`config.mk`:
```
export PLATFORM = sky130hd
export DESIGN_NAME = memory_arbiter_flat
export DESIGN_NICKNAME = d
export VERILOG_FILES = /design/src/rtl/memory_arbiter_if.sv /design/src/rtl/memory_arbiter.sv /design/src/flat_wrapper.sv
export SDC_FILE = /design/constraint.sdc
export NUM_CORES = 1
export LEC_CHECK = 0
export ABC_AREA = 0
export CORE_MARGIN = 2
export CORE_UTILIZATION = 37
export CTS_CLUSTER_DIAMETER = 100
export DETAILED_ROUTE_END_ITERATION = 8
export MAX_ROUTING_LAYER = met4
export PLACE_DENSITY = 0.78
export SLEW_MARGIN = 0
export SYNTH_ARGS = -nofsm -noshare
export SYNTH_HDL_FRONTEND = slang
export SYNTH_SLANG_ARGS = --single-unit
```
`constraint.sdc`:
```
create_clock -name clock -period 1.7 [get_ports clock]
set_input_delay 0.17 -clock clock [delete_from_list [all_inputs] [get_ports clock]]
set_output_delay 0.17 -clock clock [all_outputs]
set_load 0.02 [all_outputs]
```
`src/rtl/memory_arbiter_if.sv`:
```
// memory_arbiter_if: client request/completion signals and the external memory port of memory_arbiter.
interface memory_arbiter_if #(parameter int WIDTH = 32);
    logic             fetch_enable;
    logic [WIDTH-1:0] fetch_address;
    logic             fetch_valid;
    logic [WIDTH-1:0] fetch_data;
    logic             read_enable;
    logic [WIDTH-1:0] read_address;
    logic             read_valid;
    logic [WIDTH-1:0] read_data;
    logic             write_enable;
    logic [WIDTH-1:0] write_address;
    logic [WIDTH-1:0] write_data;
    logic             write_done;
    logic             mem_enable;
    logic             mem_write;
    logic [WIDTH-1:0] mem_address;
    logic [WIDTH-1:0] mem_wdata;
    logic             mem_ready;
    logic             mem_data_valid;
    logic [WIDTH-1:0] mem_rdata;
    modport slave (
        input  fetch_enable, fetch_address, read_enable, read_address,
               write_enable, write_address, write_data, mem_ready, mem_data_valid, mem_rdata,
        output fetch_valid, fetch_data, read_valid, read_data, write_done,
               mem_enable, mem_write, mem_address, mem_wdata
    );
    modport master (
        output fetch_enable, fetch_address, read_enable, read_address,
               write_enable, write_address, write_data, mem_ready, mem_data_valid, mem_rdata,
        input  fetch_valid, fetch_data, read_valid, read_data, write_done,
               mem_enable, mem_write, mem_address, mem_wdata
    );
endinterface

```
`src/rtl/memory_arbiter.sv`:
```
// memory_arbiter: serialises fetch, read and write clients onto one outstanding memory transaction.
// Define MEMORY_ARBITER_ROUND_ROBIN_EN for rotating grants instead of fixed write > read > fetch priority.
module memory_arbiter (
    input logic             clock,
    input logic             reset_n,
    memory_arbiter_if.slave bus
);
    typedef enum logic [1:0] {IDLE, ISSUE, WAIT, RESPOND} state_t;
    typedef enum logic [1:0] {NONE, FETCH, READ, WRITE} owner_t;
    state_t state;
    owner_t owner;
    owner_t sel;
    logic   owner_live;
`ifdef MEMORY_ARBITER_ROUND_ROBIN_EN
    owner_t last;
    // search fetch -> read -> write cyclically, starting after the last grant
    always_comb begin
        sel = NONE;
        case (last)
            FETCH:   sel = bus.read_enable ? READ : bus.write_enable ? WRITE : bus.fetch_enable ? FETCH : NONE;
            READ:    sel = bus.write_enable ? WRITE : bus.fetch_enable ? FETCH : bus.read_enable ? READ : NONE;
            default: sel = bus.fetch_enable ? FETCH : bus.read_enable ? READ : bus.write_enable ? WRITE : NONE;
        endcase
    end
`else
    always_comb sel = bus.write_enable ? WRITE : bus.read_enable ? READ : bus.fetch_enable ? FETCH : NONE;
`endif
    // a flushed owner has dropped its enable, so its completion is swallowed
    always_comb owner_live = owner == FETCH ? bus.fetch_enable : owner == READ ? bus.read_enable :
                             owner == WRITE ? bus.write_enable : 1'b0;
    always_ff @(posedge clock or negedge reset_n) begin
        if (!reset_n) begin
            state           <= IDLE;
            owner           <= NONE;
`ifdef MEMORY_ARBITER_ROUND_ROBIN_EN
            last            <= FETCH;
`endif
            bus.mem_enable  <= 1'b0;
            bus.mem_write   <= 1'b0;
            bus.mem_address <= '0;
            bus.mem_wdata   <= '0;
            bus.fetch_valid <= 1'b0;
            bus.read_valid  <= 1'b0;
            bus.write_done  <= 1'b0;
            bus.fetch_data  <= '0;
            bus.read_data   <= '0;
        end else begin
            case (state)
                IDLE: if (sel != NONE) begin
                    state           <= ISSUE;
                    owner           <= sel;
`ifdef MEMORY_ARBITER_ROUND_ROBIN_EN
                    last            <= sel;
`endif
                    bus.mem_enable  <= 1'b1;
                    bus.mem_write   <= sel == WRITE;
                    bus.mem_address <= sel == WRITE ? bus.write_address : sel == READ ? bus.read_address : bus.fetch_address;
                    bus.mem_wdata   <= sel == WRITE ? bus.write_data : '0;
                end
                ISSUE: if (bus.mem_ready) begin
                    state          <= bus.mem_write ? RESPOND : WAIT;
                    bus.mem_enable <= 1'b0;
                    bus.write_done <= bus.mem_write && owner_live;
                end
                WAIT: if (bus.mem_data_valid) begin
                    state           <= RESPOND;
                    if (owner == FETCH) bus.fetch_data <= bus.mem_rdata;
                    if (owner == READ) bus.read_data <= bus.mem_rdata;
                    bus.fetch_valid <= owner == FETCH && owner_live;
                    bus.read_valid  <= owner == READ && owner_live;
                end
                RESPOND: begin
                    state           <= IDLE;
                    owner           <= NONE;
                    bus.fetch_valid <= 1'b0;
                    bus.read_valid  <= 1'b0;
                    bus.write_done  <= 1'b0;
                end
            endcase
        end
    end
endmodule
```
`src/flat_wrapper.sv`:
```
// flat-port wrapper written by rule: the top's interface ports become plain ports
module memory_arbiter_flat 
  (clock, reset_n, bus_fetch_enable, bus_fetch_address, bus_read_enable, bus_read_address, bus_write_enable, bus_write_address, bus_write_data, bus_mem_ready, bus_mem_data_valid, bus_mem_rdata, bus_fetch_valid, bus_fetch_data, bus_read_valid, bus_read_data, bus_write_done, bus_mem_enable, bus_mem_write, bus_mem_address, bus_mem_wdata);
  memory_arbiter_if bus_i ();
  input logic clock;
  input logic reset_n;
  input wire logic [$bits(bus_i.fetch_enable)-1:0] bus_fetch_enable;
  input wire logic [$bits(bus_i.fetch_address)-1:0] bus_fetch_address;
  input wire logic [$bits(bus_i.read_enable)-1:0] bus_read_enable;
  input wire logic [$bits(bus_i.read_address)-1:0] bus_read_address;
  input wire logic [$bits(bus_i.write_enable)-1:0] bus_write_enable;
  input wire logic [$bits(bus_i.write_address)-1:0] bus_write_address;
  input wire logic [$bits(bus_i.write_data)-1:0] bus_write_data;
  input wire logic [$bits(bus_i.mem_ready)-1:0] bus_mem_ready;
  input wire logic [$bits(bus_i.mem_data_valid)-1:0] bus_mem_data_valid;
  input wire logic [$bits(bus_i.mem_rdata)-1:0] bus_mem_rdata;
  output wire logic [$bits(bus_i.fetch_valid)-1:0] bus_fetch_valid;
  output wire logic [$bits(bus_i.fetch_data)-1:0] bus_fetch_data;
  output wire logic [$bits(bus_i.read_valid)-1:0] bus_read_valid;
  output wire logic [$bits(bus_i.read_data)-1:0] bus_read_data;
  output wire logic [$bits(bus_i.write_done)-1:0] bus_write_done;
  output wire logic [$bits(bus_i.mem_enable)-1:0] bus_mem_enable;
  output wire logic [$bits(bus_i.mem_write)-1:0] bus_mem_write;
  output wire logic [$bits(bus_i.mem_address)-1:0] bus_mem_address;
  output wire logic [$bits(bus_i.mem_wdata)-1:0] bus_mem_wdata;
  assign bus_i.fetch_enable = bus_fetch_enable;
  assign bus_i.fetch_address = bus_fetch_address;
  assign bus_i.read_enable = bus_read_enable;
  assign bus_i.read_address = bus_read_address;
  assign bus_i.write_enable = bus_write_enable;
  assign bus_i.write_address = bus_write_address;
  assign bus_i.write_data = bus_write_data;
  assign bus_i.mem_ready = bus_mem_ready;
  assign bus_i.mem_data_valid = bus_mem_data_valid;
  assign bus_i.mem_rdata = bus_mem_rdata;
  assign bus_fetch_valid = bus_i.fetch_valid;
  assign bus_fetch_data = bus_i.fetch_data;
  assign bus_read_valid = bus_i.read_valid;
  assign bus_read_data = bus_i.read_data;
  assign bus_write_done = bus_i.write_done;
  assign bus_mem_enable = bus_i.mem_enable;
  assign bus_mem_write = bus_i.mem_write;
  assign bus_mem_address = bus_i.mem_address;
  assign bus_mem_wdata = bus_i.mem_wdata;
  memory_arbiter u_core (.clock(clock), .reset_n(reset_n), .bus(bus_i));
endmodule
```
After elaboration in Yosys (flattened, before gate mapping)
Index checks and enable logic that the tools add are counted.

Bits in registers: 137. Bits in latches: 0. Memory bits (writable): 0. Memory bits (read-only): 0. Input bits: 167. Output and inout port bits: 133. Memories kept: 0.

Add/subtract/negate cells: 0. Multipliers: 0. Div/mod/pow operators: 0. $lt $le $gt $ge: 0. Equal/unequal tests: 11. Shifts and indexed selects: 0. Muxes and demuxes: 25. Bitwise logic cells: 0. Reduce and logical (&&, ||, !) cells: 17.

Operators by type and width (number): two-way mux 32 bit (3); equality test 2 bit (second input constant) (6); two-way mux 2 bit (6); AND reduction 3 bit (4); two-way mux 1 bit (10); nonzero test 2 bit (5); case mux 1 bit (2 select lines) (4); case mux 2 bit (4 select lines) (1); AND reduction 2 bit (4); equality test 2 x 1 -> 1 bit (second input constant) (2); != test 2 bit (second input constant) (2); case mux 2 bit (2 select lines) (1); logical AND 1 bit (3); zero test 2 bit (1); != test 2 x 1 -> 1 bit (second input constant) (1).

Logic depth before layout (Yosys ltp)
Gate-level depths: netlist (run 1).

Depth in word-level cells: 7. Mapped depth: 8. Mapped depth without buffers: 6.

Least setup slack after synthesis (run 1)
No wires, ideal clock.

Path type: register to register. Start: reg u_core.state[0]. End: reg u_core.state[1]. Arrival: 1.557 ns. Required time: 1.575 ns. Path slack: 0.018 ns. Cell stages (with the launch flop): 7. Cell sequence: dfrtp_1 inv_1 ha_1 nor2b_1 or2_1 a21oi_1 mux2_2.

Word-level cells in the longest chain between the ends: 3. Elaborated cells on any way between the ends: 9. Those cells by class: 6 x eq/ne; 1 x mux; 2 x reduce/logical.

Ends and longest elaborated chain: start: declaration (line memory_arbiter.sv:10) `state_t state;`; start signal: assignment (line memory_arbiter.sv:61) `state <= bus.mem_write ? RESPOND : WAIT;`; equality test 2 bit, or another cell as far along (line memory_arbiter.sv:48) `case (state)`; != test 2 bit (no line) or != test 2 x 1 -> 1 bit (tied branches); AND reduction 3 bit (no line).

Parallel ways exist; a longest one is shown, timed or not. A chain may end at the register's enable or synchronous reset.

Worst setup path in the final report (run 1)
Same ends and word-level chain as after synthesis.

==> results of run 1 <==
power by group through the flow:
stage / logic [W] / clock network, W / registers (W)
floorplan: 0.00232 / 0 / 0.00734
global placement: 0.00823 / 0 / 0.00556
detailed placement: 0.00838 / 0 / 0.00565
CTS: 0.00842 / 0.00407 / 0.00562
global route: 0.00895 / 0.00422 / 0.00580
finish: 0.00833 / 0.00400 / 0.00560
routing by layer:
metal | wire (µm) | vias up | GRT usage (%)
met3 | 1198 | 25 | 6.559
met5 | 0 | - | -
li1 | - | 2654 | -
met4 | 279 | 0 | 6.341
met2 | 8711 | 219 | 35.54
met1 | 7243 | 2503 | 24.39
kinds of logic (layout without fill, tap and decap cells):
logic type                 count (synthesis)  in the layout
other                                      0              2
muxes                                     67             67
buffers and inverters                     45            365
AOI/OAI and AO/OA                         82             82
DFF                                      137            137
adders and majority gates                  4              4
and+or+nand+nor                          278            278
final timing paths:
path | from | end | slack [ns]
setup / recovery | u_core.state[0] | u_core.state[1] | 0.08
hold / removal | reset_n | u_core.bus.fetch_data[4] | 0.11
setup reg to reg | u_core.state[0] | u_core.state[1] | 0.08
hold reg to reg | u_core.bus.mem_wdata[16] | u_core.bus.mem_wdata[16] | 0.46
max in group asynchronous | reset_n | u_core.bus.write_done | 1.03
min in group clock | bus_read_enable | u_core.owner[1] | 0.27
registers in the layout, summed over array words and instances, names as in the netlist:
signal,cells
u_core.bus.fetch_data,32
u_core.bus.fetch_valid,1
u_core.bus.mem_address,32
u_core.bus.mem_enable,1
u_core.bus.mem_wdata,32
u_core.bus.mem_write,1
u_core.bus.read_data,32
u_core.bus.read_valid,1
u_core.bus.write_done,1
u_core.owner,2
u_core.state,2
layout make-up:
| cell class | count | area, µm² |
|---|---|---|
| Antenna cell | 2 | 5.005 |
| Clock buffer | 20 | 446.7 |
| Clock inverter | 11 | 196.4 |
| Fill cell | 1374 | 5846 |
| Inverter | 6 | 22.52 |
| Multi-Input combinational cell | 431 | 2346 |
| Sequential cell | 137 | 3428 |
| Tap cell | 216 | 270.3 |
| Timing Repair Buffer | 328 | 3324 |
per-stage QoR:
step / cells / hold slack [ns]
final: 1151 / 0.1101
after global routing: 1150 / 0.1087
after CTS: 1148 / 0.08935
after detailed placement: 1116 / -0.03496
after global placement: 1116 / -0.03453
after floorplan: 613 / -0.1256
cells in the final DEF (no fill, tap or decap), drive strengths merged, types with 2 or more instances in the layout:
cell / count
mux2: 33
mux2i: 34
inv: 6
o21ai: 39
buf: 31
a211oi: 2
ha: 4
diode: 2
clkbuf: 20
clkinvlp: 2
nand3: 33
clkdlybuf4s50: 294
dfrtp: 137
nand2b: 2
clkinv: 4
nor2: 35
nand4b: 2
nand2: 200
dlymetal6s2s: 2
a21oi: 36
nor2b: 4
bufinv: 5
timing repair:
item                                    CTS  global route
hold endpoints to repair                137             0
endpoints found under the setup margin    0            43
buffers inserted                          0             1
hold buffers                              1             0
gates resized for setup                   0             3
==> summary.md, run 1 <==
| Metric | Value |
|---|---|
| Status | finished, final reports clean |
| Initial Util | 37.82% |
| Count leader, synth | nand2_1 |
| First-pass GRT wire length | 27.94 mm |
| Post-synthesis simple-gate area fraction | 18.97% |
| Critical Path RT | 2.00 ns |
| Clock Sinks | 137 |
| Initial DRT Pass Iterations | 4 |
| Core ar. | 15,890 µm² |
| Final setup margin | 0.07670 ns |
| PortBufs | 299 |
| H-tree levels | 4 |
| Routed wire length | 17.43 mm |
| MaxCap Viol Count | 0 |
| Synth Net Count | 784 |
| Cells after Synth | 613 |
| Total power | 0.01793 W |
| CTS Buf Count | 17 |
| Least-Margin Pin Slew | 0.3796 ns |
| Final #Nets | 1,092 |
| Final Critical Period | 1.623 ns |
| Worst-Skew Late Latency | 0.42 ns |
| Compound-Gate Fraction of Synth Area | 7.205% |
| Tot GR Track Use | 21.16% |
| Pwr/cell area | 1786 nW/µm² |
| Unrepaired setup endpoints after global routing | no |
| Crit path capture type | flip-flop |
| Area Overhead vs Synth | 67.10% |
| Final Setup Violations | 0 |
| Post-Place Cell Area | 9365 µm² |
| Slew margin rel. | 74.70% |
| Top cell type's share of synthesized area | 57.06% |
| Mux contribution to synthesized area | 11.85% |
| Vias in the first global route | 5,471 |
| Largest family of logic cells by synthesized area | simple AND/OR/NAND/NOR gates |
| Post-synthesis register bit count | 137 |
| CTS Buffer Depth | 2 |
| Io pins | 300 |
| Peak Freq | 0.6160 GHz |
| Die Ht | 131.4 µm |
| Avg Inst Size Synth | 9.801 µm² |
| Maximum vdd drop | 752.7 µV |
| Worst min path class | primary input to async pin |
| DP Wirelength | 13.00 mm |
| Clock share of power | 22.3% |
| CP Depth | 6 |
| Commonest cells post-synth | nand2_1 (200), dfrtp_1 (137), o21ai_0 (39), a21oi_1 (36), nor2_1 (35) |
| Switching share of total power | 36.05% |
| Synth unique cells | 28 |
| Largest net degree at the start of global routing | 70 |
| Synthesized area | 6008 µm² |
| LEAKAGE | 4.641 nW |
| CP startpoint kind | flip-flop |
| Clock Skew | 0.006196 ns |
| Logic pwr share | 46.5% |
| Die area | 17,270 µm² |
| Setup WS pre-CTS | 0.03563 ns |
| Hold Fails Final Rpt | 0 |
| Top FF cell, synth | dfrtp_1 |
| Worst path cell trace | inv_1 -> ha_1 -> nor2b_1 -> or2_1 -> a21oi_2 -> mux2_2 |
| Setup CP Type | flip-flop to flip-flop |
| Grt total ovfl | 0 |
| Register area share after synthesis | 57.06% |
| Final TNS setup | 0 ns |
| CP peak stage delay | 0.37 ns |
| Die Span X | 131.4 µm |
| DRT iter0 DRCs | 220 |
| Area share of fa/ha/maj cells after synthesis | 0.8330% |
| Vias per cell | 4.692 |
| Antenna viol nets, final | 0 |
| Reg2reg path depth | 6 |
| WL per Instance | 15.15 µm |
| Via count | 5,401 |
| Delay-heaviest family, CP | simple AND/OR/NAND/NOR gates |
| DRC | 0 |
| Fin util | 63.20% |
| Post-Synth XOR/XNOR Area | 0% |
| Initial antenna violation count | 1 |
| Buf+Inv Stages, Crit Path | 1 |
| Number of flops mapped to enable cells by yosys | 0 |
| Int Power | 0.01147 W |
| Net Switching | 0.006465 W |
| Slowest-stage cell, CP | dfrtp_1 |
| Crit-path max FO | 3 |
| Period Utilization, post-route | 95.49% |
| Area contributors post-synth | dfrtp_1 (57%), nand2_1 (12%), mux2_2 (5.8%) |
| Warnings, synthesis | 0 |
| TritonCTS clock tree | built |
| Synth area leader | dfrtp_1 |
| Clock root buffer | clkbuf_16 |
| Reg power frac | 31.2% |
| Routability cong. | 0.8036 |
| Worst-path clk slew | 0.06 ns |
| Layout cells sized above 1 | 10.18% |
| Number of cell rows | 46 |
| Critical Path AT | 1.92 ns |
| Post-synth ARST share | 100.0% |
| Final Max Tran Viols | 0 |
| Post-Layout Inst Area | 10,040 µm² |
Power figures use the tool's default switching activity.
==> run 2: changes to the inputs <==
CORE_AREA = 2 2 116 118   (was unset)
CORE_MARGIN = unset   (was 2)
CORE_UTILIZATION = unset   (was 37)
DIE_AREA = 0 0 118 120   (was unset)
DONT_BUFFER_PORTS = 1   (was unset)
PLACE_DENSITY = unset   (was 0.78)
==> run 2 against run 1 <==
Compared with the run above: the run now ends with hold timing left; sequential cell count unchanged; first-iteration DRC count up 51%; via count decreased by 11%; critical path depth stayed put; critical path type unchanged.
==> summary.md, run 2 (same netlist as run 1, synthesis figures left out) <==
| Metric | Value |
|---|---|
| Critical Path AT | 1.93 ns (was 1.92 ns) |
| Reg2reg path depth | 6 (unchanged) |
| H-tree levels | 4 (unchanged) |
| Period Utilization, post-route | 96.14% (was 95.49%) |
| Setup slack, reg-to-reg | 0.07 ns (was 0.08 ns) |
| WL per Instance | 18.16 µm (was 15.15 µm) |
| Final #Nets | 882 (was 1,092) |
| Final Critical Period | 1.634 ns (was 1.623 ns) |
| Critical Path RT | 2.00 ns (about the same) |
| Least-Margin Pin Slew | 0.3765 ns (was 0.3796 ns) |
| Maximum vdd drop | 782.7 µV (was 752.7 µV) |
| Vias in the first global route | 5,009 (was 5,471) |
| First-pass GRT wire length | 25.87 mm (was 27.94 mm) |
| CP peak stage delay | 0.40 ns (was 0.37 ns) |
| Initial DRT Pass Iterations | 8 (was 4) |
| Crit-path max FO | 3 (unchanged) |
| Core ar. | 12,980 µm² (was 15,890 µm²) |
| Clock root buffer | clkbuf_16 (unchanged) |
| Layout cells sized above 1 | 11.19% (was 10.18%) |
| Initial antenna violation count | 0 (was 1) |
| Failing checks | hold timing |
| Die Span X | 118 µm (was 131.4 µm) |
| Ant diodes | 0 (was 2) |
| Routed wire length | 16.35 mm (was 17.43 mm) |
| Area Overhead vs Synth | 30.63% (was 67.10%) |
| Crit Reg-Reg Endpoint | u_core.state[1] (unchanged) |
| Routability cong. | 0.7812 (was 0.8036) |
| DRC | 0 (unchanged) |
| Worst-Skew Late Latency | 0.42 ns (about the same) |
| Hold Fails Final Rpt | 137 (was 0) |
| Peak Freq | 0.6119 GHz (was 0.6160 GHz) |
| CP Depth | 6 (unchanged) |
| Pwr/cell area | 1859 nW/µm² (was 1786 nW/µm²) |
| MaxCap Viol Count | 0 (unchanged) |
| Largest net degree at the start of global routing | 138 (was 70) |
| Antenna viol nets, final | 0 (unchanged) |
| DP Wirelength | 9.901 mm (was 13.00 mm) |
| Worst min path class | primary input to async pin (unchanged) |
| Delay-heaviest family, CP | flip-flops (was simple AND/OR/NAND/NOR gates) |
| Initial Util | 46.29% (was 37.82%) |
| Slowest-stage cell, CP | dfrtp_1 (unchanged) |
| Via count | 4,818 (was 5,401) |
| Most common cell after layout, fill and taps aside | nand2_1 (was clkdlybuf4s50_1) |
| Crit path capture type | flip-flop (unchanged) |
| Die Ht | 120 µm (was 131.4 µm) |
| Worst-path clk slew | 0.06 ns (about the same) |
| Grt total ovfl | 0 (unchanged) |
| Slew margin rel. | 74.90% (was 74.70%) |
| Fin util | 60.47% (was 63.20%) |
| Tot GR Track Use | 23.91% (was 21.16%) |
| DRT iter0 DRCs | 332 (was 220) |
| TritonCTS clock tree | built (unchanged) |
| CTS Buf Count | 17 (unchanged) |
| End of the critical path | u_core.state[1] (unchanged) |
| CTS Buffer Depth | 2 (unchanged) |
| CP startpoint kind | flip-flop (unchanged) |
| Number of cell rows | 42 (was 46) |
| Clock Sinks | 137 (unchanged) |
| Final Max Tran Viols | 0 (unchanged) |
| RR Startpoint | u_core.state[0] (unchanged) |
| Commonest non-fill, non-tap cells in the layout | nand2_1 (200), dfrtp_1 (137), dlygate4sd3_1 (104) (was clkdlybuf4s50_1 (294), nand2_1 (200), dfrtp_1 (137)) |
| LEAKAGE | 3.817 nW (was 4.641 nW) |
| Clock Skew | 0.007678 ns (was 0.006196 ns) |
| Total power | 0.01459 W (was 0.01793 W) |
| Die area | 14,160 µm² (was 17,270 µm²) |
| Unrepaired setup endpoints after global routing | yes (was no) |
| Status | complete, but fails checks (was finished, final reports clean) |
| Hold_ws | -0.5481 ns (was 0.1101 ns) |
| Hold_buf cts | 105 (was 1) |
| Vias per cell | 5.353 (was 4.692) |
| PortBufs | 0 (was 299) |
| Worst path cell trace | inv_2 -> ha_1 -> nor2b_1 -> or2_1 -> a21oi_2 -> mux2_2 (was inv_1 -> ha_1 -> nor2b_1 -> or2_1 -> a21oi_2 -> mux2_2) |
| Setup CP Type | flip-flop to flip-flop (unchanged) |
| Buf+Inv Stages, Crit Path | 1 (unchanged) |
| Final Setup Violations | 0 (unchanged) |
| Critical path startpoint | u_core.state[0] (unchanged) |
| Io pins | 300 (unchanged) |
==> run 2: power breakdown <==
| part | switching, W | internal [W] | total (W) |
|---|---|---|---|
| clock network | 0.00135 | 0.00243 | 0.00378 |
| registers | 0.00298 | 0.00475 | 0.00773 |
| logic | 0.00162 | 0.00146 | 0.00308 |
==> run 2: worst min-delay path by stage <==
| stage | from | to | slack (ns) | cells past startpoint |
|---|---|---|---|---|
| 6_report | reset_n | u_core.bus.read_data[2] | -0.55 | 0 |
| 3_5_place_dp | reset_n | u_core.bus.read_data[9] | -0.12 | 0 |
| 3_3_place_gp | reset_n | u_core.bus.read_data[9] | -0.12 | 0 |
| 2_1_floorplan | reset_n | u_core.bus.fetch_data[0] | -0.13 | 0 |
| 5_1_grt | reset_n | u_core.bus.fetch_data[9] | -0.58 | 0 |
| 4_1_cts | reset_n | u_core.bus.read_data[9] | -0.57 | 0 |
==> run 2: cell type report <==
type,count,area (µm²)
sequential,137,3428
tap,176,220.2
inverter,6,22.52
multi-input combinational,431,2341
timing repair buffer,118,1221
fill,1066,5131
clock buffer,22,474.2
clock inverter,10,141.4
==> run 2: metrics by stage <==
step,cells,setup WS (ns),hold slack [ns],cell area (µm²),TNS [ns]
global route,900,-0.04570,-0.5761,7849,-0.1228
finish,900,0.06566,-0.5481,7849,0
detailed placement,760,-0.01362,-0.1227,6121,-0.01362
global placement,760,0.06914,-0.1230,6121,0
CTS,898,0.02569,-0.5696,7812,0
floorplan,613,0.01804,-0.1256,6008,0
==> run 2: layer usage <==
layer / global-route usage [%] / up-vias / routed length (µm)
met2: 40.70 / 257 / 8531
met5: - / - / 0
li1: - / 2226 / -
met4: 10.47 / 0 / 374
met3: 8.127 / 34 / 1437
met1: 25.43 / 2301 / 6003
==> run 2: repair_timing <==
action,CTS,global route
gates resized for setup,0,3
setup endpoints to repair,1,25
gates cloned,0,1
hold endpoints to repair,270,137
pin swaps,0,1
buffers inserted,1,1
==> run 3: changes to the inputs <==
ABC_CLOCK_PERIOD_IN_PS = 1700   (was unset)
SLEW_MARGIN = unset   (was 0)
==> results of run 3 <==
No change in the layout: final DEF, timing and power equal those of run 2.
